--- src/rtl/truth_table_sweeper.sv ---
`default_nettype none
// +----------------------------------------------------------------------------+
// | truth_table_sweeper: steps a 3-input logic block through all 8 input       |
// | combinations, captures its response as a truth table, checks it. Rev 1.0   |
// +----------------------------------------------------------------------------+
module truth_table_sweeper #(
  parameter int         SETTLE_CYCLES = 4,
  parameter logic [7:0] EXPECTED      = 8'h84
) (
  input  logic       clk,
  input  logic       reset,
  input  logic       start,
  input  logic       abort,
  input  logic       dut_out,
  output logic [2:0] dut_in,
  output logic       busy,
  output logic       done,
  output logic [7:0] table_out,
  output logic       match
);

  localparam logic [1:0] ST_IDLE   = 2'd0;
  localparam logic [1:0] ST_SETTLE = 2'd1;
  localparam logic [1:0] ST_DONE   = 2'd2;

  localparam logic [7:0] LAST_CNT = 8'(SETTLE_CYCLES - 1);

  logic [1:0] state;
  logic [2:0] combo;
  logic [7:0] cnt;
  logic [7:0] capture;
  logic [7:0] capture_next;
  logic       sample;

  // Combination i lands in bit [7-i] so the word reads like the gate's hex code.
  always_comb begin
    capture_next               = capture;
    capture_next[3'd7 - combo] = dut_out;
  end

  assign sample = (cnt == LAST_CNT);

  always_comb begin
    busy   = (state == ST_SETTLE);
    done   = (state == ST_DONE);
    dut_in = (state == ST_SETTLE) ? combo : 3'b000;
  end

  always_ff @(posedge clk) begin
    if (reset) begin
      state     <= ST_IDLE;
      combo     <= 3'd0;
      cnt       <= 8'd0;
      capture   <= 8'h00;
      table_out <= 8'h00;
      match     <= 1'b0;
    end else begin
      case (state)
        ST_IDLE: begin
          if (start && !abort) begin
            state   <= ST_SETTLE;
            combo   <= 3'd0;
            cnt     <= 8'd0;
            capture <= 8'h00;
          end
        end
        ST_SETTLE: begin
          // Abort outranks the final sample, so an aborted sweep never reports.
          if (abort) begin
            state <= ST_IDLE;
          end else if (sample) begin
            capture <= capture_next;
            if (combo == 3'd7) begin
              state     <= ST_DONE;
              table_out <= capture_next;
              match     <= (capture_next == EXPECTED);
            end else begin
              combo <= combo + 3'd1;
              cnt   <= 8'd0;
            end
          end else begin
            cnt <= cnt + 8'd1;
          end
        end
        ST_DONE: begin
          state <= ST_IDLE;
        end
        default: begin
          state <= ST_IDLE;
        end
      endcase
    end
  end

endmodule
`default_nettype wire
--- config.mk ---
export PLATFORM = sky130hd
export DESIGN_NAME = truth_table_sweeper
export DESIGN_NICKNAME = d
export VERILOG_FILES = /design/src/rtl/truth_table_sweeper.sv
export SDC_FILE = /design/constraint.sdc
export NUM_CORES = 1
export LEC_CHECK = 0
export CAP_MARGIN = 20
export CORE_ASPECT_RATIO = 0.6
export CORE_UTILIZATION = 55
export CTS_CLUSTER_SIZE = 30
export DETAILED_ROUTE_END_ITERATION = 12
export HOLD_SLACK_MARGIN = 0.12
export PLACE_DENSITY = 0.81
export SLEW_MARGIN = 20
export SYNTH_ARGS = -nofsm -noshare
export SYNTH_HDL_FRONTEND = slang
export SYNTH_SLANG_ARGS = --single-unit
--- constraint.sdc ---
create_clock -name clk -period 2.95 [get_ports clk]
set_clock_uncertainty 0.2 [all_clocks]
set_input_delay 0.885 -clock clk [delete_from_list [all_inputs] [get_ports clk]]
set_output_delay 0.885 -clock clk [all_outputs]
set_load 0.1 [all_outputs]
==> results.json <==
{
  "fin_nets": 213,
  "arrival_ns": 2.70,
  "async_flop_share_pct": 0,
  "r2r_slack_ns": 0.50,
  "critPathMaxStageDelay_ns": 0.53,
  "fin_crit_ns": 2.691,
  "fin_hold_ws_ns": 0.2814,
  "drv_slew": 0,
  "fmax_ghz": 0.3717,
  "synth_simple_gate_area_share_pct": 28.68,
  "path_clk_slew_ns": 0.07,
  "firstDrtPassIters": 4,
  "start_kind": "input pin",
  "grt_use_met2_pct": 42.83,
  "leakage_nw": 0.7105,
  "crit_type": "input pin to register",
  "area_delta_synth_final_pct": 21.94,
  "synth_ff_type": "dfxtp_1",
  "nFillCells": 188,
  "grtUsageTotal_pct": 27.81,
  "peakVddDrop_v": 0.0002947,
  "antenna_left": 0,
  "crit_required_ns": 2.96,
  "crit_slowest_cell": "or4b_1",
  "cts_root_buffer": "clkbuf_8",
  "crit_chain": "clkdlybuf4s50_1 -> or2_0 -> or2_0 -> buf_12 -> or4b_1 -> a21oi_1",
  "insertion_delay_ns": 0.28,
  "synth_compound_gate_area_share_pct": 15.19,
  "synth-edff-count": 0,
  "grt_max_degree": 25,
  "hold_class": "register to register",
  "stdcell_area_sq_mm": 0.001968,
  "place_area_sq_mm": 0.001877,
  "cts_hold_buf": 0,
  "grt_pass1_vias": 1391,
  "syn-num-nets": 193,
  "cts_setup_buffers": 0,
  "gr-total-overflow": 0,
  "met1_usage_pct": 38.00,
  "use_met3_pct": 8.605,
  "numPortBuffers": 18,
  "hold_viol": 0,
  "status": "complete, no violations",
  "cts_resized": 0,
  "ys_seq_area_share_pct": 37.21,
  "start_util_pct": 61.02,
  "place_congestion": 0.8220,
  "grt_pass1_wl_microns": 6492,
  "cp_max_fo": 24,
  "multiInputGateArea_sq_um": 932.1,
  "cts_max_path_buffers": 2,
  "syn_avg_cell_area_sq_um": 8.725,
  "cap_violations": 0,
  "die_area_sq_mm": 0.003162,
  "wl_per_cell_microns": 16.52,
  "htree_levels": 2,
  "dp_hpwl_microns": 2834,
  "crit_top_cell": "or2_0",
  "relSlewSlack_pct": 52.29,
  "numCtsBuffers": 5,
  "drc_errors": 0,
  "top_usage_layer": "met2",
  "rsz0062_at_grt": "no",
  "yosysUniqueCellTypes": 44,
  "vias": 1510,
  "die_w_microns": 71.94,
  "routed_wl_microns": 4065,
  "drive_gt1_share_pct": 21.36,
  "setup_viol": 0,
  "synth_top_family_by_area": "simple AND/OR/NAND/NOR gates",
  "cp_top_family": "simple AND/OR/NAND/NOR gates",
  "antenna_found_initial": 0,
  "core_sq_mm": 0.002645,
  "synthMuxAreaShare_pct": 9.147,
  "cts_tree": "done",
  "rows": 14,
  "synth_seq_cells": 30,
  "regArea_sq_um": 600.6,
  "fin_util_pct": 74.41,
  "worstMarginPinSlew_ns": 0.7102,
  "cellPowerDensity_mw_per_mm2": 415.7,
  "critPathCaptureType": "register",
  "synth_cells": 185,
  "ys_warn_count": 0,
  "period_share_pct": 91.21,
  "via_per_inst": 6.138,
  "synth_xor_area_share_pct": 2.171,
  "diodes": 0,
  "crit_buf_inv": 2,
  "drtIter0Drc": 180,
  "ios": 19,
  "p_total_mw": 0.8181,
  "die_h_microns": 43.96,
  "cts_sinks": 30,
  "yosys.area_share.adder_pct": 2.326,
  "syn_area_sq_mm": 0.001614
}
## report_power, final
group / switching, mW / internal (mW)
registers: 0.00367 / 0.407
logic: 0.0402 / 0.0244
clock network: 0.155 / 0.188
## per-stage QoR
step	instances	setup WS [ns]	setup TNS [ns]
after detailed placement	238	-0.01320	-0.01320
after global routing	246	0.1945	0
final	246	0.2593	0
after CTS	246	0.2678	0
after floorplan	185	0.09463	0
after global placement	238	0.06432	0
## logic make-up (layout without fill, tap and decap cells)
logic type	Yosys count	count (layout)
AOI/OAI and AO/OA	41	41
xor gates and xnor gates	4	4
adders and majority gates	3	3
buffers and inverters	19	40
DFF	30	30
muxes	14	14
and+or+nand+nor	74	74
## synthesized netlist by cell type (all sizes together), types with 2 or more instances
cell type,instances,area (sq um)
o21ai,13,65.06
or4b,3,30.03
dfxtp,30,600.6
inv,5,18.77
and3,2,12.51
a211oi,2,15.01
nor3b,4,30.03
ha,3,37.54
and2,4,25.03
o31ai,4,30.03
mux2i,8,80.08
and4,2,17.52
nor2,15,56.30
clkbuf,10,37.54
or2,2,12.51
nand2,4,15.01
or4,4,33.78
nor4,4,25.02
xnor2,3,26.28
nand2b,2,12.51
buf,4,28.78
nand3b,5,37.54
a21oi,17,92.59
nor3,4,20.02
nor4bb,3,30.03
mux2,6,67.56
nand4,10,62.56
nand3,3,15.01
## state kept, by name (all words and copies together) (netlist names)
name / flops
capture: 8
match: 1
table_out: 8
cnt: 8
combo: 3
state: 2
## layout by cell type, fill, tap and decap left out, types with 2 or more instances in the layout
cell type / netlist / layout
buf_12: 0 / 5
o21ai_0: 12 / 12
o31ai_1: 4 / 4
nand3b_1: 5 / 5
and3_1: 2 / 2
or4b_1: 2 / 2
or2_0: 2 / 2
nand2_1: 4 / 4
nand4_1: 10 / 10
clkdlybuf4s50_1: 0 / 4
nor4bb_1: 3 / 3
dfxtp_1: 30 / 30
a211oi_1: 2 / 2
nor4_1: 4 / 4
mux2i_1: 8 / 8
buf_4: 1 / 18
or4_1: 3 / 3
nand2b_1: 2 / 2
nand3_1: 3 / 3
xnor2_1: 3 / 3
ha_1: 3 / 3
a21oi_1: 15 / 15
nor3_1: 4 / 4
a21oi_2: 2 / 2
clkbuf_8: 0 / 6
nor2_1: 15 / 15
mux2_2: 6 / 6
nor3b_1: 4 / 4
inv_1: 5 / 5
and4_1: 2 / 2
and2_2: 0 / 3
## layout make-up
cell class | instances | area share (%)
Timing Repair Buffer | 27 | 13.99
Sequential cell | 30 | 30.51
Inverter | 5 | 0.9536
Clock inverter | 1 | 0.2543
Tap cell | 40 | 2.543
Clock buffer | 7 | 4.387
Multi-Input combinational cell | 136 | 47.36
## final timing paths
kind,cells after the start,start,end
setup / recovery,6,abort,capture[7]$_SDFFE_PP0P_
hold / removal,2,capture[6]$_SDFFE_PP0P_,capture[6]$_SDFFE_PP0P_
setup reg to reg,5,cnt[0]$_SDFFE_PP0P_,capture[7]$_SDFFE_PP0P_
hold reg to reg,2,capture[6]$_SDFFE_PP0P_,capture[6]$_SDFFE_PP0P_
## tightest hold or removal path, cell delays in order, from the launching register on
cell	delay, ns
dfxtp_1	0.31
o21ai_0	0.07
a21oi_1	0.06
## layer usage
| layer | vias up | wire length [microns] |
|---|---|---|
| met5 | - | 0 |
| met4 | 0 | 28 |
| met3 | 6 | 291 |
| met2 | 58 | 1789 |
| met1 | 715 | 1955 |
| li1 | 731 | - |
(Power assumes the default switching activity.)
